--- config.mk ---
export PLATFORM = sky130hd
export DESIGN_NAME = hazard_unit_mc_flat
export DESIGN_NICKNAME = d
export VERILOG_FILES = /design/src/rtl/hazard_unit_mc_if.sv /design/src/rtl/hazard_unit_mc.sv /design/src/flat_wrapper.sv
export SDC_FILE = /design/constraint.sdc
export NUM_CORES = 1
export LEC_CHECK = 0
export BUFFER_PORTS_ARGS = -buffer_cell sky130_fd_sc_hd__clkbuf_2
export CAP_MARGIN = 20
export CORE_ASPECT_RATIO = 1.25
export CORE_MARGIN = 5
export CORE_UTILIZATION = 35
export CTS_BUF_LIST = sky130_fd_sc_hd__clkbuf_16
export DETAILED_ROUTE_END_ITERATION = 10
export PLACE_DENSITY = 0.68
export SLEW_MARGIN = 20
export SYNTH_ARGS = -nofsm -noshare
export SYNTH_HDL_FRONTEND = slang
export SYNTH_SLANG_ARGS = --single-unit
--- constraint.sdc ---
create_clock -name clk -period 1.9 [get_ports clk]
set_input_delay 0.095 -clock clk [delete_from_list [all_inputs] [get_ports clk]]
set_output_delay 0.095 -clock clk [all_outputs]
set_load 0.005 [all_outputs]
--- src/rtl/hazard_unit_mc_if.sv ---
// ============================================================================
// Module      : hazard_unit_mc_if
// Description : Datapath <-> hazard unit signal bundle. The datapath (master)
//               supplies register addresses and pipeline status; the hazard
//               unit (slave) returns forwarding selects and stall/flush lines.
// Revision    : 1.0 - initial release
// ============================================================================
`default_nettype none

interface hazard_unit_mc_if #(
  parameter int ADDR_W = 5,
  parameter int PERF_W = 16
);
  logic [ADDR_W-1:0] rs1_addr_d;
  logic [ADDR_W-1:0] rs2_addr_d;
  logic [ADDR_W-1:0] rs1_addr_e;
  logic [ADDR_W-1:0] rs2_addr_e;
  logic [ADDR_W-1:0] write_addr_e;
  logic [ADDR_W-1:0] write_addr_m;
  logic [ADDR_W-1:0] write_addr_w;
  logic              reg_write_m;
  logic              reg_write_w;
  logic [1:0]        result_src_e;
  logic              pc_src_e;
  logic              mc_op_e;
  logic              mem_req_m;
  logic              mem_ready_m;
  logic [1:0]        forward_srcA_e;
  logic [1:0]        forward_srcB_e;
  logic              stall_f;
  logic              stall_d;
  logic              stall_e;
  logic              stall_m;
  logic              flush_d;
  logic              flush_e;
  logic              flush_m;
  logic              flush_w;
  logic              mc_busy;
  logic [PERF_W-1:0] stall_cycles;

  modport master (
    output rs1_addr_d, rs2_addr_d, rs1_addr_e, rs2_addr_e,
    output write_addr_e, write_addr_m, write_addr_w,
    output reg_write_m, reg_write_w, result_src_e, pc_src_e,
    output mc_op_e, mem_req_m, mem_ready_m,
    input  forward_srcA_e, forward_srcB_e,
    input  stall_f, stall_d, stall_e, stall_m,
    input  flush_d, flush_e, flush_m, flush_w,
    input  mc_busy, stall_cycles
  );

  modport slave (
    input  rs1_addr_d, rs2_addr_d, rs1_addr_e, rs2_addr_e,
    input  write_addr_e, write_addr_m, write_addr_w,
    input  reg_write_m, reg_write_w, result_src_e, pc_src_e,
    input  mc_op_e, mem_req_m, mem_ready_m,
    output forward_srcA_e, forward_srcB_e,
    output stall_f, stall_d, stall_e, stall_m,
    output flush_d, flush_e, flush_m, flush_w,
    output mc_busy, stall_cycles
  );
endinterface

`default_nettype wire

--- src/rtl/hazard_unit_mc.sv ---
// ============================================================================
// Module      : hazard_unit_mc
// Description : 5-stage pipeline hazard unit: M/W forwarding, load-use stall,
//               branch flush, multi-cycle execute hold, memory-wait freeze and
//               a saturating stall-cycle counter.
// Revision    : 1.0 - initial release
// ============================================================================
`default_nettype none

module hazard_unit_mc #(
  parameter int         ADDR_W   = 5,
  parameter int         MC_LAT   = 4,
  parameter int         CNT_MC_W = 4,
  parameter logic [1:0] LOAD_SRC = 2'b01,
  parameter int         PERF_W   = 16
) (
  input  wire logic        clk,
  input  wire logic        reset,
  hazard_unit_mc_if.slave  hz
);

  localparam logic                ST_IDLE   = 1'b0;
  localparam logic                ST_BUSY   = 1'b1;
  localparam logic [CNT_MC_W-1:0] CNT_START = CNT_MC_W'(MC_LAT - 2);
  localparam logic [ADDR_W-1:0]   REG_ZERO  = '0;

  logic                state_q, state_d;
  logic [CNT_MC_W-1:0] cnt_q, cnt_d;
  logic [PERF_W-1:0]   stall_cycles_q, stall_cycles_d;

  logic [1:0] fwd_a, fwd_b;
  logic       mem_wait, mc_stall, lw_hit, lw_stall;
  logic       stall_e_raw, stall_f_raw, flush_d_raw, flush_e_raw;

  always_comb begin
    fwd_a = 2'b00;
    fwd_b = 2'b00;
    if (hz.reg_write_m && hz.rs1_addr_e != REG_ZERO && hz.rs1_addr_e == hz.write_addr_m)
      fwd_a = 2'b10;
    else if (hz.reg_write_w && hz.rs1_addr_e != REG_ZERO && hz.rs1_addr_e == hz.write_addr_w)
      fwd_a = 2'b01;
    if (hz.reg_write_m && hz.rs2_addr_e != REG_ZERO && hz.rs2_addr_e == hz.write_addr_m)
      fwd_b = 2'b10;
    else if (hz.reg_write_w && hz.rs2_addr_e != REG_ZERO && hz.rs2_addr_e == hz.write_addr_w)
      fwd_b = 2'b01;
  end

  assign mem_wait = hz.mem_req_m & ~hz.mem_ready_m;

  always_ff @(posedge clk or posedge reset) begin
    if (reset) begin
      state_q        <= ST_IDLE;
      cnt_q          <= '0;
      stall_cycles_q <= '0;
    end else begin
      state_q        <= state_d;
      cnt_q          <= cnt_d;
      stall_cycles_q <= stall_cycles_d;
    end
  end

  // A memory wait freezes the FSM entirely; the release cycle ignores mc_op_e.
  always_comb begin
    state_d = state_q;
    cnt_d   = cnt_q;
    if (!mem_wait) begin
      case (state_q)
        ST_IDLE: begin
          if (hz.mc_op_e) begin
            state_d = ST_BUSY;
            cnt_d   = CNT_START;
          end
        end
        default: begin
          if (cnt_q != '0) cnt_d   = cnt_q - CNT_MC_W'(1);
          else             state_d = ST_IDLE;
        end
      endcase
    end
  end

  always_comb begin
    mc_stall = 1'b0;
    if (!mem_wait) begin
      case (state_q)
        ST_IDLE: mc_stall = hz.mc_op_e;
        default: mc_stall = (cnt_q != '0);
      endcase
    end
  end

  assign stall_e_raw = mem_wait | mc_stall;
  assign lw_hit      = (hz.result_src_e == LOAD_SRC) && (hz.write_addr_e != REG_ZERO) &&
                       (hz.rs1_addr_d == hz.write_addr_e || hz.rs2_addr_d == hz.write_addr_e);
  // The D instruction is already held while E stalls, so load-use yields.
  assign lw_stall    = lw_hit & ~stall_e_raw;
  assign stall_f_raw = stall_e_raw | lw_stall;
  assign flush_d_raw = hz.pc_src_e & ~stall_e_raw;
  assign flush_e_raw = (lw_stall | hz.pc_src_e) & ~stall_e_raw;

  always_comb begin
    stall_cycles_d = stall_cycles_q;
    if (stall_f_raw && stall_cycles_q != {PERF_W{1'b1}})
      stall_cycles_d = stall_cycles_q + PERF_W'(1);
  end

  assign hz.forward_srcA_e = fwd_a;
  assign hz.forward_srcB_e = fwd_b;
  assign hz.stall_f        = ~reset & stall_f_raw;
  assign hz.stall_d        = ~reset & stall_f_raw;
  assign hz.stall_e        = ~reset & stall_e_raw;
  assign hz.stall_m        = ~reset & mem_wait;
  assign hz.flush_d        = ~reset & flush_d_raw;
  assign hz.flush_e        = ~reset & flush_e_raw;
  assign hz.flush_m        = ~reset & mc_stall;
  assign hz.flush_w        = ~reset & mem_wait;
  assign hz.mc_busy        = (state_q == ST_BUSY);
  assign hz.stall_cycles   = stall_cycles_q;

endmodule

`default_nettype wire
--- src/flat_wrapper.sv ---
// flat-port wrapper written by rule: the top's interface ports become plain ports
module hazard_unit_mc_flat 
#(
  parameter int         ADDR_W   = 5,
  parameter int         MC_LAT   = 4,
  parameter int         CNT_MC_W = 4,
  parameter logic [1:0] LOAD_SRC = 2'b01,
  parameter int         PERF_W   = 16
)
  (clk, reset, hz_rs1_addr_d, hz_rs2_addr_d, hz_rs1_addr_e, hz_rs2_addr_e, hz_write_addr_e, hz_write_addr_m, hz_write_addr_w, hz_reg_write_m, hz_reg_write_w, hz_result_src_e, hz_pc_src_e, hz_mc_op_e, hz_mem_req_m, hz_mem_ready_m, hz_forward_srcA_e, hz_forward_srcB_e, hz_stall_f, hz_stall_d, hz_stall_e, hz_stall_m, hz_flush_d, hz_flush_e, hz_flush_m, hz_flush_w, hz_mc_busy, hz_stall_cycles);
  hazard_unit_mc_if #(.ADDR_W(ADDR_W), .PERF_W(PERF_W)) hz_i ();
  input  wire logic clk;
  input  wire logic reset;
  input wire logic [$bits(hz_i.rs1_addr_d)-1:0] hz_rs1_addr_d;
  input wire logic [$bits(hz_i.rs2_addr_d)-1:0] hz_rs2_addr_d;
  input wire logic [$bits(hz_i.rs1_addr_e)-1:0] hz_rs1_addr_e;
  input wire logic [$bits(hz_i.rs2_addr_e)-1:0] hz_rs2_addr_e;
  input wire logic [$bits(hz_i.write_addr_e)-1:0] hz_write_addr_e;
  input wire logic [$bits(hz_i.write_addr_m)-1:0] hz_write_addr_m;
  input wire logic [$bits(hz_i.write_addr_w)-1:0] hz_write_addr_w;
  input wire logic [$bits(hz_i.reg_write_m)-1:0] hz_reg_write_m;
  input wire logic [$bits(hz_i.reg_write_w)-1:0] hz_reg_write_w;
  input wire logic [$bits(hz_i.result_src_e)-1:0] hz_result_src_e;
  input wire logic [$bits(hz_i.pc_src_e)-1:0] hz_pc_src_e;
  input wire logic [$bits(hz_i.mc_op_e)-1:0] hz_mc_op_e;
  input wire logic [$bits(hz_i.mem_req_m)-1:0] hz_mem_req_m;
  input wire logic [$bits(hz_i.mem_ready_m)-1:0] hz_mem_ready_m;
  output wire logic [$bits(hz_i.forward_srcA_e)-1:0] hz_forward_srcA_e;
  output wire logic [$bits(hz_i.forward_srcB_e)-1:0] hz_forward_srcB_e;
  output wire logic [$bits(hz_i.stall_f)-1:0] hz_stall_f;
  output wire logic [$bits(hz_i.stall_d)-1:0] hz_stall_d;
  output wire logic [$bits(hz_i.stall_e)-1:0] hz_stall_e;
  output wire logic [$bits(hz_i.stall_m)-1:0] hz_stall_m;
  output wire logic [$bits(hz_i.flush_d)-1:0] hz_flush_d;
  output wire logic [$bits(hz_i.flush_e)-1:0] hz_flush_e;
  output wire logic [$bits(hz_i.flush_m)-1:0] hz_flush_m;
  output wire logic [$bits(hz_i.flush_w)-1:0] hz_flush_w;
  output wire logic [$bits(hz_i.mc_busy)-1:0] hz_mc_busy;
  output wire logic [$bits(hz_i.stall_cycles)-1:0] hz_stall_cycles;
  assign hz_i.rs1_addr_d = hz_rs1_addr_d;
  assign hz_i.rs2_addr_d = hz_rs2_addr_d;
  assign hz_i.rs1_addr_e = hz_rs1_addr_e;
  assign hz_i.rs2_addr_e = hz_rs2_addr_e;
  assign hz_i.write_addr_e = hz_write_addr_e;
  assign hz_i.write_addr_m = hz_write_addr_m;
  assign hz_i.write_addr_w = hz_write_addr_w;
  assign hz_i.reg_write_m = hz_reg_write_m;
  assign hz_i.reg_write_w = hz_reg_write_w;
  assign hz_i.result_src_e = hz_result_src_e;
  assign hz_i.pc_src_e = hz_pc_src_e;
  assign hz_i.mc_op_e = hz_mc_op_e;
  assign hz_i.mem_req_m = hz_mem_req_m;
  assign hz_i.mem_ready_m = hz_mem_ready_m;
  assign hz_forward_srcA_e = hz_i.forward_srcA_e;
  assign hz_forward_srcB_e = hz_i.forward_srcB_e;
  assign hz_stall_f = hz_i.stall_f;
  assign hz_stall_d = hz_i.stall_d;
  assign hz_stall_e = hz_i.stall_e;
  assign hz_stall_m = hz_i.stall_m;
  assign hz_flush_d = hz_i.flush_d;
  assign hz_flush_e = hz_i.flush_e;
  assign hz_flush_m = hz_i.flush_m;
  assign hz_flush_w = hz_i.flush_w;
  assign hz_mc_busy = hz_i.mc_busy;
  assign hz_stall_cycles = hz_i.stall_cycles;
  hazard_unit_mc #(.ADDR_W(ADDR_W), .MC_LAT(MC_LAT), .CNT_MC_W(CNT_MC_W), .LOAD_SRC(LOAD_SRC), .PERF_W(PERF_W)) u_core (.clk(clk), .reset(reset), .hz(hz_i));
endmodule
* After elaboration in Yosys (flattened, before gate mapping)
Cells that the tools add are included.
** Operators by class
- $add $sub $neg :: 2
- Equal/unequal tests :: 9
- Multiplexer cells :: 12
- Bitwise gates (word level) :: 17
- Reductions and logical operators :: 18
** Operator list (number)
- $eq 5x5->1 :: 6
- $add 16x1->16 const B :: 1
- $ne 16x16->1 const B :: 1
- $reduce_bool 5->1 :: 3
- $mux 4 :: 3
- $logic_and 1x1->1 :: 11
- $and 1x1->1 :: 10
- $mux 1 :: 7
- $mux 2 :: 2
- $not 1->1 :: 4
- $reduce_bool 4->1 :: 1
- $sub 4x1->4 const B :: 1
- $or 1x1->1 :: 3
- $reduce_and 3->1 :: 1
- $eq 2x1->1 const B :: 1
- $ne 2x2->1 const B :: 1
- $reduce_bool 2->1 :: 1
- $logic_or 1x1->1 :: 1
** Storage, ports and cells
- Register bits after elaboration :: 21
- Input bits :: 45
- Logic and storage cells :: 61

* Logic depth before layout (Yosys ltp)
Gate-level depths: netlist of run 1.
- Depth in word-level cells :: 9
- Mapped depth :: 8
- Mapped depth without buffers :: 8

* Worst setup path before layout of run 1
Ideal clock, no wire load.
- Kind :: reg-to-reg
- Start :: register u_core.stall_cycles_q[0], in the netlist u_core.hz.stall_cycles[0]
- End :: register u_core.stall_cycles_q[1], in the netlist u_core.hz.stall_cycles[1]
- Setup time :: 0.125 ns
- Arrival time :: 1.950 ns
- Required time :: 1.775 ns
- Path slack :: -0.175 ns
- Stages on the path, launching flop included :: 7
- Buffers on the path :: 0
- Period minus slack after synthesis :: 2.075 ns
- Cell sequence :: dfrtp_1 -> ha_1 -> nand4_2 -> nor4_4 -> nand3_2 -> a31oi_4 -> mux2_4
** On the way
- Cells in the longest elaborated chain, start to end :: 2
- Elaborated cells on any way between the ends :: 3
** Ends and longest elaborated chain
- start, declared :: RTL line hazard_unit_mc.sv:29 : logic [PERF_W-1:0] stall_cycles_q, stall_cycles_d;
- start signal, assigned :: RTL line hazard_unit_mc.sv:58 : stall_cycles_q <= stall_cycles_d;
- branches (longest 2 deep; another with $add 16x1->16)
Parallel ways; which one is timed is not known.
A chain may end at the register's enable or synchronous reset.

* Worst setup path after layout of run 1
- Start :: register u_core.cnt_q[0]
- End :: output hz_flush_e
** On the way
- Cells in the longest elaborated chain, start to end :: 9
** Ends and longest elaborated chain
- start, declared :: RTL line hazard_unit_mc.sv:28 : logic [CNT_MC_W-1:0] cnt_q, cnt_d;
- start signal, assigned :: RTL line hazard_unit_mc.sv:57 : cnt_q <= cnt_d;
- $reduce_bool 4->1 * :: RTL line hazard_unit_mc.sv:87 : default: mc_stall = (cnt_q != '0);
- $mux 1 * :: RTL line hazard_unit_mc.sv:85 : case (state_q)
- $mux 1 * :: RTL line hazard_unit_mc.sv:84 : if (!mem_wait) begin
- $or 1x1->1 * :: RTL line hazard_unit_mc.sv:92 : assign stall_e_raw = mem_wait | mc_stall;
- $not 1->1 * :: RTL line hazard_unit_mc.sv:96, hazard_unit_mc.sv:99
- $and 1x1->1 :: RTL line hazard_unit_mc.sv:96 : assign lw_stall = lw_hit & ~stall_e_raw;
- $or 1x1->1 :: RTL line hazard_unit_mc.sv:99 : assign flush_e_raw = (lw_stall | hz.pc_src_e) & ~stall_e_raw;
- $and 1x1->1 * :: RTL line hazard_unit_mc.sv:99
- $and 1x1->1 * :: RTL line hazard_unit_mc.sv:114 : assign hz.flush_e = ~reset & flush_e_raw;
- end, declared :: RTL line flat_wrapper.sv:35 : output wire logic [$bits(hz_i.flush_e)-1:0] hz_flush_e;
Mark *: on every way between the ends. The rest lies on a longest branch, timed or not.

==> results of run 1 <==
[cell families (layout without fill, tap and decap cells)]
family	Yosys count	count (layout)	share of synthesized area (%)
simple gates	71	71	26.3
fa+ha+maj	2	2	1.62
buf+inv	9	119	2.68
mux	4	4	3.17
xor+xnor	39	39	22.2
flops	21	21	34.1
compound gates	22	22	9.91
[layer usage]
metal  routed length, um  part of all wire [%]  global-route usage, %
met5                   0                     0                      0
met4                  46                   1.1                   4.62
met3                 207                   4.9                   3.11
met2                2210                    52                   24.5
met1                1750                    42                   17.9
[cell type report]
type,count,area (sq um)
Timing Repair Buffer,108,642
Inverter,7,26.3
Sequential cell,21,529
Tap cell,58,72.6
Clock buffer,3,75.1
Clock inverter,1,3.75
Multi-Input combinational cell,138,1060
Fill cell,422,1920
[per-stage QoR]
step                total power [mW]  utilization, %  area (sq um)  hold WS (ns)  setup WS, ns
global placement                1.94            50.8          2200         0.209        0.0339
detailed placement              1.97            50.8          2200         0.213       -0.0245
global route                    2.74            55.7          2410         0.157       -0.0861
floorplan                       1.37               -          1570        0.0714       0.00285
CTS                             2.47            53.5          2310         0.129       0.00135
finish                          2.54            55.7          2410         0.135       0.00230
[state kept, by name, indices dropped and copies added, names as in the netlist]
register / flops
u_core.hz.stall_cycles: 16
u_core.hz.mc_busy: 1
u_core.cnt_q: 4
[tightest hold or removal path, stage by stage]
cell,delay [ns]
sky130_fd_sc_hd__clkbuf_2,0.08
sky130_fd_sc_hd__nor2b_1,0.06
sky130_fd_sc_hd__nand2_1,0.06
sky130_fd_sc_hd__nand2_1,0.05
[power by group through the flow]
stage                     clock [mW]  combinational, mW  sequential [mW]
after floorplan                    0              0.558            0.811
after global placement             0               1.20            0.744
after detailed placement           0               1.22            0.752
after CTS                      0.455               1.27            0.746
after global routing           0.467               1.49            0.774
final                          0.445               1.35            0.747
[repair_timing]
action	CTS	global route
buffers inserted	3	4
pin swaps	3	11
resized for setup	2	17
endpoints found under the hold margin	21	0
hold buffers	1	0
setup endpoints to repair	7	14
[cell usage in the layout (no fill, tap or decap), types with 8 or more instances in the layout]
cell type	n
sky130_fd_sc_hd__xor2_1	9
sky130_fd_sc_hd__nand4_1	8
sky130_fd_sc_hd__inv_1	8
sky130_fd_sc_hd__clkbuf_2	71
sky130_fd_sc_hd__nand2_1	15
sky130_fd_sc_hd__dfrtp_1	18
sky130_fd_sc_hd__buf_4	31
sky130_fd_sc_hd__nor2_1	10
sky130_fd_sc_hd__xnor2_1	30
[final timing paths]
check	from	endpoint	depth (start not counted)	slack (ns)
max	u_core.cnt_q[0]	hz_flush_e	8	0.002
min	hz_mem_ready_m	u_core.hz.mc_busy	4	0.14
max reg2reg	u_core.cnt_q[0]	u_core.hz.stall_cycles[14]	8	0.02
min reg2reg	u_core.cnt_q[3]	u_core.cnt_q[3]	1	0.51
max in group asynchronous	reset	u_core.hz.stall_cycles[0]	4	1.16
min in group asynchronous	reset	u_core.hz.mc_busy	4	0.51
==> run_results.csv, run 1 <==
group,metric,value,unit
sta,timing.max_slew.rel_slack,71.5,%
power_and_ir_drop,p_comb_share,53.2,%
sta,timing.final.setup_violations,0,
drt,drc_violation_count_after_routing,0,
logic_synthesis,most_frequent_cell_after_synthesis,"sky130_fd_sc_hd__xnor2_1",
power_and_ir_drop,p_per_area,1060,nW/um^2
worst_setup_path,path_buf_inv,3,
drt,via_per_inst,4.71,
clock_tree,tritoncts_clock_tree,"built",
logic_synthesis,yosys_warnings,0,
logic_synthesis,ys_ff_latch,21,
drt,routed_wl,4.21,mm
worst_setup_path,crit_required,1.80,ns
die,die_area,5840,sq um
worst_setup_path,crit_arrival,1.80,ns
sta,layout_min_cycle_time,1.90,ns
power_and_ir_drop,power_frac_seq,29.4,%
clock_tree,max-clock-path-buffers,2,
drt,detailroute.via_count,1582,
worst_setup_path,max_fanout_on_critical_path,3,
sta,finalCritPeriodShare,99.9,%
clock_tree,cts_max_level,1,
sta,max_slew.worst_pin.slew,0.426,ns
grt,first_global_vias,1618,
cells_and_area,final_net_count,326,
drt,drtIter0Drc,56,
grt,grt_pass1_wl,7.00,mm
clock_tree,clkSinkCount,21,
power_and_ir_drop,internal_power,1.65,mW
cells_and_area,ratio_of_cells_with_drive_above_1_in_the_final_layout,48.6,%
placed_design,placed_cells,324,
logic_synthesis,netlist_area,1540,sq um
logic_synthesis,synth-edff-count,0,
worst_setup_path,cp_slowest_cell,"sky130_fd_sc_hd__dfrtp_1",
logic_synthesis,synth_sequential_area_ratio,34.1,%
die,floorplan.initialDensity,35.6,%
status,status,"complete, no violations",
logic_synthesis,syn-mean-instance-area,9.17,sq um
power_and_ir_drop,clkPwrFrac,17.5,%
worst_setup_path,critical-path-top-delay-family,"simple AND/OR/NAND/NOR gates",
flow_run,maxCapViolations,0,
grt,grt.total_usage,14.3,%
logic_synthesis,synthesis.instances,168,
worst_setup_path,crit_path_end_kind,"output pin",
min_path,timing.hold.worst.class,"in2reg",
grt,grt_start_max_net_pins,22,
logic_synthesis,synth_cell_type_count,35,
sta,setup_total_negative_slack,0,ns
drt,wl_per_cell,12.5,um
die,core_region_area,4320,sq um
cells_and_area,synthToLayoutAreaGrowth,56.4,%
placed_design,dpl.hpwl,3.42,mm
die,floorplan.die.height,84.2,um
cells_and_area,insertedDiodeCount,0,
power_and_ir_drop,vdd.ir_drop.worst,0.697,mV
placed_design,buffers_on_ports,73,
power_and_ir_drop,p_leak,1.14,nW
cells_and_area,finish.cell_count_without_fillers,336,
power_and_ir_drop,switchingPower,0.893,mW
sta,final_max_slew_viol_count,0,
drt,drtPass1Iterations,4,
logic_synthesis,ys_top_cells_by_area,"sky130_fd_sc_hd__dfrtp_1 34%, sky130_fd_sc_hd__xnor2_1 17%, sky130_fd_sc_hd__xor2_1 5.1%",
die,width_of_the_die,69.3,um
grt,grt-ovfl-total,0,
clock_tree,cts_inserted_buffers,3,
logic_synthesis,synth.largest_area_cell,"sky130_fd_sc_hd__dfrtp_1",
grt,grt_antenna_before_repair,0,
worst_setup_path,cp_slowest_stage_delay,0.37,ns
logic_synthesis,async_reset_ff_share,100,%
logic_synthesis,postSynth.topFlopCell,"sky130_fd_sc_hd__dfrtp_1",
power_and_ir_drop,swShare,35.1,%
sta,grt_setup_unrepaired,"true",
drt,post_detailed_route_count_of_antenna_violating_nets,0,
worst_setup_path,path_cells,"inv_1, ha_2, nand4bb_1, and2_4, nand2b_4, buf_6, a211oi_2, buf_2",
clock_tree,clk-insertion-delay-late,0.25,ns
placed_design,gp_routability_congestion,0.798,
worst_setup_path,kind_of_start_point_of_the_critical_path,"flop",
sta,max_freq,527,MHz
sta,finalHoldViolations,0,
logic_synthesis,synth_common_cells,"30 x sky130_fd_sc_hd__xnor2_1, 21 x sky130_fd_sc_hd__dfrtp_1, 15 x sky130_fd_sc_hd__nand2_1, 11 x sky130_fd_sc_hd__nor2_1, 9 x sky130_fd_sc_hd__xor2_1",
clock_tree,root_buffer,"sky130_fd_sc_hd__clkbuf_16",
logic_synthesis,synthesis.nets,215,
die,top_level_ports,74,
worst_setup_path,timing_worst_setup_path_type,"reg2out",
die,rows,27,
sta,finClkSkew,0.00215,ns
clock_tree,clock_transition_at_the_registers_of_the_reported_paths,0.06,ns
logic_synthesis,post_synth_top_area_share,34.1,%
(Power assumes the default switching activity.)
==> inputs of run 2 (changes only) <==
--- a/config.mk
+++ b/config.mk
@@ -9,10 +9,10 @@
 export CAP_MARGIN = 20
 export CORE_ASPECT_RATIO = 1.25
 export CORE_MARGIN = 5
-export CORE_UTILIZATION = 35
+export CORE_UTILIZATION = 42
 export CTS_BUF_LIST = sky130_fd_sc_hd__clkbuf_16
 export DETAILED_ROUTE_END_ITERATION = 10
-export PLACE_DENSITY = 0.68
+export PLACE_DENSITY = 0.79
 export SLEW_MARGIN = 20
 export SYNTH_ARGS = -nofsm -noshare
 export SYNTH_HDL_FRONTEND = slang
==> run 2 against run 1 <==
Core utilization rose by 9.7 points. Largest power group unchanged. Maximum frequency rose by 1.4%. Highest routed layer unchanged. Hold slack improved by 0.0014 ns.
==> run_results.csv, run 2 (synthesized netlist as in run 1, its figures left out) <==
group,metric,value,unit
status,status,"complete, no violations",
power_and_ir_drop,vdd.ir_drop.worst,0.902,mV
worst_setup_path,crit_path_end_kind,"flop",
grt,grt-ovfl-total,0,
worst_setup_path,crit_required,2.04,ns
flow_run,maxCapViolations,0,
drt,wl_per_cell,14.0,um
worst_setup_path,timing_worst_setup_path_type,"reg2reg",
worst_setup_path,setup.reg_to_reg.worst_slack,0.03,ns
drt,post_detailed_route_count_of_antenna_violating_nets,0,
cells_and_area,layout_commonest_cell,"sky130_fd_sc_hd__clkbuf_2",
cells_and_area,final_net_count,318,
cells_and_area,largest_reg_flops,16,
worst_setup_path,cp_slowest_stage_delay,0.38,ns
drt,drtPass1Iterations,4,
die,floorplan.die.height,77.7,um
grt,grt_antenna_before_repair,0,
clock_tree,max-clock-path-buffers,2,
sta,timing.final.setup_violations,0,
die,top_level_ports,74,
sta,finalHoldViolations,0,
clock_tree,clkSinkCount,21,
worst_setup_path,kind_of_start_point_of_the_critical_path,"flop",
placed_design,dpl.hpwl,3.41,mm
clock_tree,cts_max_level,1,
worst_setup_path,max_fanout_on_critical_path,6,
sta,setup_total_negative_slack,0,ns
grt,grt_pass1_wl,7.18,mm
placed_design,buffers_on_ports,73,
worst_setup_path,worst-r2r-cell-count,8,
power_and_ir_drop,p_per_area,1080,nW/um^2
power_and_ir_drop,p_leak,1.09,nW
min_path,holdPathStages,4,
sta,layout_min_cycle_time,1.87,ns
drt,via_per_inst,5.23,
die,die_area,4990,sq um
worst_setup_path,r2r_end,"u_core.hz.stall_cycles[15]",
drt,drtIter0Drc,55,
sta,timing.max_slew.rel_slack,62.2,%
grt,grt.total_usage,17.2,%
cells_and_area,insertedDiodeCount,0,
min_path,hold_path_startpoint,"hz_mem_ready_m",
worst_setup_path,crit-reg2reg-launch,"u_core.cnt_q[1]",
die,rows,24,
placed_design,gp_routability_congestion,0.818,
worst_setup_path,cp_slowest_cell,"sky130_fd_sc_hd__dfrtp_1",
cells_and_area,synthToLayoutAreaGrowth,49.1,%
worst_setup_path,crit_arrival,2.01,ns
drt,detailroute.via_count,1617,
clock_tree,clk-insertion-delay-late,0.26,ns
drt,routed_wl,4.33,mm
drt,drc_violation_count_after_routing,0,
sta,final_max_slew_viol_count,0,
grt,grt_start_max_net_pins,15,
min_path,timing.hold.worst.class,"in2reg",
sta,max_slew.worst_pin.slew,0.567,ns
clock_tree,cts_inserted_buffers,3,
die,width_of_the_die,64.2,um
worst_setup_path,path_buf_inv,1,
die,core_region_area,3510,sq um
cells_and_area,layout_common_cells,"71 x sky130_fd_sc_hd__clkbuf_2, 30 x sky130_fd_sc_hd__xnor2_1, 25 x sky130_fd_sc_hd__buf_4, 19 x sky130_fd_sc_hd__dfrtp_1, 15 x sky130_fd_sc_hd__nand2_1",
worst_setup_path,path_cells,"inv_1, ha_2, nand4bb_1, and2_4, nand2b_4, a21o_4, nand4_1, mux2_2",
clock_tree,clock_transition_at_the_registers_of_the_reported_paths,0.06,ns
sta,grt_setup_unrepaired,"true",
sta,final.hold.worst_slack,0.137,ns
min_path,timing.hold.worst_endpoint,"u_core.hz.mc_busy",
die,floorplan.initialDensity,43.8,%
clock_tree,tritoncts_clock_tree,"built",
cells_and_area,ratio_of_cells_with_drive_above_1_in_the_final_layout,45.9,%
sta,max_freq,534,MHz
sta,finClkSkew,0.00273,ns
grt,first_global_vias,1632,
worst_setup_path,critical-path-top-delay-family,"simple AND/OR/NAND/NOR gates",
clock_tree,root_buffer,"sky130_fd_sc_hd__clkbuf_16",
sta,finalCritPeriodShare,98.5,%
-- run 2: cell types whose count changed in the layout (fill, tap and decap cells not counted), moves of 2 or more --
| cell | previous run | this run |
|---|---|---|
| sky130_fd_sc_hd__mux2_2 | 0 | 2 |
| sky130_fd_sc_hd__buf_4 | 31 | 25 |
| sky130_fd_sc_hd__buf_6 | 3 | 1 |
| sky130_fd_sc_hd__mux2_4 | 4 | 2 |
-- run 2: timing repair --
item,CTS,global route
endpoints found under the setup margin,2,14
hold buffers,1,0
pin swaps,1,5
buffers inserted,1,5
endpoints found under the hold margin,13,0
gates resized for setup,0,11
-- run 2: worst max-delay path by stage --
stage	startpoint	slack, ns	to	depth (start not counted)
finish	u_core.cnt_q[1]	0.03	u_core.hz.stall_cycles[15]	8
global route	u_core.cnt_q[1]	-0.1	hz_flush_e	8
CTS	u_core.cnt_q[0]	0.0006	hz_flush_e	8
detailed placement	u_core.cnt_q[0]	0.002	u_core.hz.stall_cycles[14]	8
global placement	u_core.cnt_q[0]	0.06	u_core.hz.stall_cycles[14]	8
floorplan	u_core.hz.stall_cycles[1]	0.003	u_core.hz.stall_cycles[1]	6
-- run 2: final cells by class --
| type | instances | area (sq um) |
|---|---|---|
| fill | 279 | 1220 |
| multi-input combinational | 138 | 1040 |
| timing repair buffer | 100 | 574 |
| sequential | 21 | 528 |
| clock buffer | 3 | 75.1 |
| tap | 39 | 48.8 |
| inverter | 7 | 26.3 |
| clock inverter | 1 | 5.00 |
-- run 2: through the flow --
stage / std cells / power, mW / util [%] / setup WS [ns] / instance area, sq um
2_1_floorplan: 168 / 1.37 / - / 0.00285 / 1570
3_3_place_gp: 298 / 1.86 / 60.3 / 0.0610 / 2120
6_report: 309 / 2.48 / 65.4 / 0.0289 / 2300
5_1_grt: 309 / 2.66 / 65.4 / -0.0975 / 2300
3_5_place_dp: 298 / 1.90 / 60.3 / 0.00167 / 2120
4_1_cts: 304 / 2.36 / 63.1 / 0.000593 / 2220
-- run 2: layer usage --
| layer | vias up | track usage, % | wire (um) |
|---|---|---|---|
| met1 | 753 | 20.9 | 1720 |
| met3 | 8 | 3.18 | 242 |
| met2 | 50 | 30.1 | 2300 |
| met5 | - | 0 | 0 |
| met4 | 0 | 6.11 | 61 |
| li1 | 806 | - | - |
-- run 2: worst register-to-register path: cells and delay by family (launching register included) --
kind,cells,cell delay [ns]
AO/OA/AOI/OAI,1,0.21
buffers and inverters,1,0.06
multiplexers,1,0.34
flip-flops,1,0.38
AND/OR/NAND/NOR,4,0.59
adder cells (fa/ha/maj),1,0.18
-- run 2: power by group --
group,internal [mW],leakage [nW],switching (mW)
clock network,0.283,0.0409,0.169
registers,0.612,0.256,0.165
logic,0.681,0.792,0.565
total,1.58,1.09,0.899
==> inputs of run 3 (changes only) <==
--- a/config.mk
+++ b/config.mk
@@ -5,14 +5,15 @@
 export SDC_FILE = /design/constraint.sdc
 export NUM_CORES = 1
 export LEC_CHECK = 0
+export ABC_AREA = 1
 export BUFFER_PORTS_ARGS = -buffer_cell sky130_fd_sc_hd__clkbuf_2
 export CAP_MARGIN = 20
 export CORE_ASPECT_RATIO = 1.25
 export CORE_MARGIN = 5
-export CORE_UTILIZATION = 42
+export CORE_UTILIZATION = 35
 export CTS_BUF_LIST = sky130_fd_sc_hd__clkbuf_16
 export DETAILED_ROUTE_END_ITERATION = 10
-export PLACE_DENSITY = 0.79
+export PLACE_DENSITY = 0.65
 export SLEW_MARGIN = 20
 export SYNTH_ARGS = -nofsm -noshare
 export SYNTH_HDL_FRONTEND = slang
==> run 3 against run 2 <==
Sequential power shrank 12%. Synthesized cell count grew 71%. Clock power decreased by 3%. Highest routed layer unchanged.
==> run_results.csv, run 3 <==
group,metric,value,unit
clock_tree,cts_setup_buffers,0,
logic_synthesis,synth_common_cells,"88 x sky130_fd_sc_hd__nand2_1, 42 x sky130_fd_sc_hd__inv_1, 29 x sky130_fd_sc_hd__nand3_1, 25 x sky130_fd_sc_hd__nor2_1, 21 x sky130_fd_sc_hd__dfrtp_1",
placed_design,placed_cells,418,
die,floorplan.initialDensity,36.1,%
drt,post_detailed_route_count_of_antenna_violating_nets,0,
drt,wl_per_cell,10.7,um
cells_and_area,largest_reg_flops,16,
logic_synthesis,post_synth_xor_area_fraction,11.8,%
cells_and_area,post-route-cell-area,2350,sq um
logic_synthesis,mux_cell_area_share_after_synthesis,0,%
clock_tree,cts_inserted_buffers,3,
power_and_ir_drop,switchingPower,0.734,mW
worst_setup_path,crit_path_end_kind,"flop",
worst_setup_path,path_buf_inv,2,
logic_synthesis,ys_ff_latch,21,
sta,setup_total_negative_slack,0,ns
clock_tree,clkSinkCount,21,
power_and_ir_drop,internal_power,1.17,mW
min_path,timing.hold.worst.class,"in2reg",
drt,drtPass1Iterations,4,
logic_synthesis,netlist_area,1850,sq um
logic_synthesis,most_frequent_cell_after_synthesis,"sky130_fd_sc_hd__nand2_1",
sta,finClkSkew,0.00391,ns
clock_tree,tritoncts_clock_tree,"built",
worst_setup_path,crit_top_cell,"sky130_fd_sc_hd__nand2_1",
clock_tree,max-clock-path-buffers,2,
power_and_ir_drop,clkPwrFrac,23.1,%
worst_setup_path,critical-path-top-delay-family,"simple AND/OR/NAND/NOR gates",
cells_and_area,final.fill_count,532,
clock_tree,root_buffer,"sky130_fd_sc_hd__clkbuf_16",
logic_synthesis,yosys_warnings,0,
cells_and_area,synthToLayoutAreaGrowth,27.3,%
sta,finalCritPeriodShare,89.4,%
logic_synthesis,post_synth_top_area_share,28.4,%
drt,routed_wl,4.55,mm
power_and_ir_drop,power_frac_seq,35.9,%
clock_tree,cts_max_level,1,
worst_setup_path,crit_required,2.09,ns
logic_synthesis,ys_top_cells_by_area,"sky130_fd_sc_hd__dfrtp_1 28%, sky130_fd_sc_hd__nand2_1 18%, sky130_fd_sc_hd__inv_1 8.5%",
placed_design,dpl.hpwl,3.83,mm
die,die_area,6840,sq um
cells_and_area,insertedDiodeCount,0,
logic_synthesis,fraction_of_the_mapped_netlist_area_in_compound_gates,3.39,%
drt,drtIter0Drc,79,
logic_synthesis,synth-edff-count,0,
grt,grt.total_usage,14.3,%
worst_setup_path,kind_of_start_point_of_the_critical_path,"flop",
cells_and_area,layout_commonest_cell,"sky130_fd_sc_hd__nand2_1",
grt,grt_pass1_wl,7.95,mm
logic_synthesis,synth_top_family_by_area,"simple AND/OR/NAND/NOR gates",
cells_and_area,finish.cell_count_without_fillers,423,
power_and_ir_drop,p_comb_share,41.0,%
logic_synthesis,async_reset_ff_share,100,%
cells_and_area,layout_common_cells,"88 x sky130_fd_sc_hd__nand2_1, 73 x sky130_fd_sc_hd__clkbuf_2, 43 x sky130_fd_sc_hd__inv_1, 29 x sky130_fd_sc_hd__nand3_1, 24 x sky130_fd_sc_hd__nor2_1",
clock_tree,clk-insertion-delay-late,0.26,ns
power_and_ir_drop,vdd.ir_drop.worst,0.419,mV
worst_setup_path,max_fanout_on_critical_path,21,
sta,max_slew.worst_pin.slew,0.405,ns
logic_synthesis,synth.largest_area_cell,"sky130_fd_sc_hd__dfrtp_1",
drt,via_per_inst,4.68,
logic_synthesis,postSynth.topFlopCell,"sky130_fd_sc_hd__dfrtp_1",
placed_design,placement.cell_area,2250,sq um
worst_setup_path,cp_slowest_stage_delay,0.35,ns
sta,timing.final.setup_violations,0,
clock_tree,clock_transition_at_the_registers_of_the_reported_paths,0.06,ns
cells_and_area,ratio_of_cells_with_drive_above_1_in_the_final_layout,26.9,%
grt,first_global_vias,1921,
die,core_region_area,5120,sq um
logic_synthesis,synth_cell_type_count,27,
die,width_of_the_die,75.0,um
logic_synthesis,simple_gate_share_of_the_synthesized_area,42.2,%
power_and_ir_drop,p_leak,1.36,nW
sta,grt_setup_unrepaired,"true",
worst_setup_path,path_cells,"inv_1, ha_1, nand4_1, nand2_1, nand2_1, inv_1, nand2_2, nand2_4, nand2_1, nand2_1",
flow_run,maxCapViolations,0,
grt,grt-ovfl-total,0,
logic_synthesis,synthesis.instances,287,
drt,detailroute.via_count,1980,
power_and_ir_drop,p_per_area,809,nW/um^2
power_and_ir_drop,swShare,38.6,%
die,floorplan.die.height,91.2,um
sta,layout_min_cycle_time,1.70,ns
die,top_level_ports,74,
logic_synthesis,synth_sequential_area_ratio,28.4,%
worst_setup_path,timing_worst_setup_path_type,"reg2reg",
sta,max_freq,588,MHz
sta,timing.max_slew.rel_slack,72.9,%
die,rows,29,
grt,grt_antenna_before_repair,0,
logic_synthesis,synthAdderAreaFrac,1.35,%
worst_setup_path,crit_arrival,1.89,ns
logic_synthesis,syn-mean-instance-area,6.44,sq um
grt,grt_start_max_net_pins,22,
worst_setup_path,cp_slowest_cell,"sky130_fd_sc_hd__dfrtp_1",
status,status,"complete, no violations",
sta,finalHoldViolations,0,
drt,drc_violation_count_after_routing,0,
placed_design,buffers_on_ports,73,
sta,final_max_slew_viol_count,0,
placed_design,gp_routability_congestion,0.844,
cells_and_area,final_net_count,409,
logic_synthesis,synthesis.nets,334,
==> run 3: cell types whose count changed in the layout (fill, tap and decap cells not counted), moves of 3 or more <==
cell	previous run	this run
sky130_fd_sc_hd__nand2_2	0	3
sky130_fd_sc_hd__xor2_1	9	14
sky130_fd_sc_hd__nor2_1	11	24
sky130_fd_sc_hd__xnor2_1	30	11
sky130_fd_sc_hd__nand2b_1	3	0
sky130_fd_sc_hd__a41oi_1	3	0
sky130_fd_sc_hd__buf_4	25	2
sky130_fd_sc_hd__inv_2	0	6
sky130_fd_sc_hd__nor3_1	6	12
sky130_fd_sc_hd__inv_1	7	43
sky130_fd_sc_hd__nand3_1	6	29
sky130_fd_sc_hd__or4_1	4	0
sky130_fd_sc_hd__nand2_1	15	88
==> run 3: metrics by stage <==
stage | worst slack (ns) | hold WS (ns) | util, % | total power, mW
6_report | 0.201 | 0.156 | 46.0 | 1.90
5_1_grt | -0.00624 | 0.210 | 46.0 | 2.09
4_1_cts | 0.140 | 0.161 | 45.8 | 1.92
3_5_place_dp | 0.203 | 0.206 | 44.1 | 1.47
3_3_place_gp | 0.225 | 0.200 | 44.1 | 1.46
2_1_floorplan | 0.365 | 0.0800 | - | 1.23
==> run 3: worst paths after layout <==
path                                               to                  startpoint  cells after the start  slack, ns
setup / recovery            u_core.hz.stall_cycles[9]             u_core.cnt_q[0]                     10       0.20
hold / removal                      u_core.hz.mc_busy              hz_mem_ready_m                      3       0.16
setup reg to reg            u_core.hz.stall_cycles[9]             u_core.cnt_q[0]                     10       0.20
hold reg to reg            u_core.hz.stall_cycles[14]  u_core.hz.stall_cycles[14]                      2       0.53
max in group asynchronous   u_core.hz.stall_cycles[7]                       reset                      4       1.19
min in group asynchronous             u_core.cnt_q[2]                       reset                      4       0.49
==> run 3: repair_timing <==
item | CTS | global route
hold endpoints to repair | 21 | 0
setup endpoints to repair | 0 | 13
hold buffers | 1 | 0
resized for setup | 0 | 3
==> run 3: logic make-up after synthesis <==
group / after synthesis
AO/OA/AOI/OAI: 11
XOR/XNOR: 25
adder cells (fa/ha/maj): 2
buffers and inverters: 55
flip-flops: 21
AND/OR/NAND/NOR: 173
==> run 3: routing by layer <==
metal  share of wire (%)  vias up  GRT usage, %
li1                    -     1046             -
met1                  39      873          15.6
met2                  55       53          26.8
met3                 5.0        8          2.10
met4                 1.8        0          4.90
met5                   0        -             0
==> run 3: final cells by class <==
| class | instances | area [sq um] | area share [%] |
|---|---|---|---|
| Multi-Input combinational cell | 211 | 1090 | 46.5 |
| Sequential cell | 21 | 526 | 22.3 |
| Timing Repair Buffer | 76 | 390 | 16.6 |
| Inverter | 49 | 186 | 7.93 |
| Tap cell | 62 | 77.6 | 3.30 |
| Clock buffer | 3 | 75.1 | 3.19 |
| Clock inverter | 1 | 3.75 | 0.160 |
==> run 3: worst reg2reg max path: cells and delay by family, from the launching register on <==
family	cells	cell delay [ns]
DFF	1	0.35
and+or+nand+nor	7	0.89
adders and majority gates	1	0.18
buffers and inverters	2	0.22
==> run 3: power by group through the flow <==
stage / Combinational, mW / Sequential [mW] / Clock, mW
floorplan: 0.553 / 0.674 / 0
global placement: 0.772 / 0.685 / 0
detailed placement: 0.780 / 0.694 / 0
CTS: 0.787 / 0.686 / 0.451
global route: 0.917 / 0.706 / 0.472
finish: 0.780 / 0.683 / 0.440
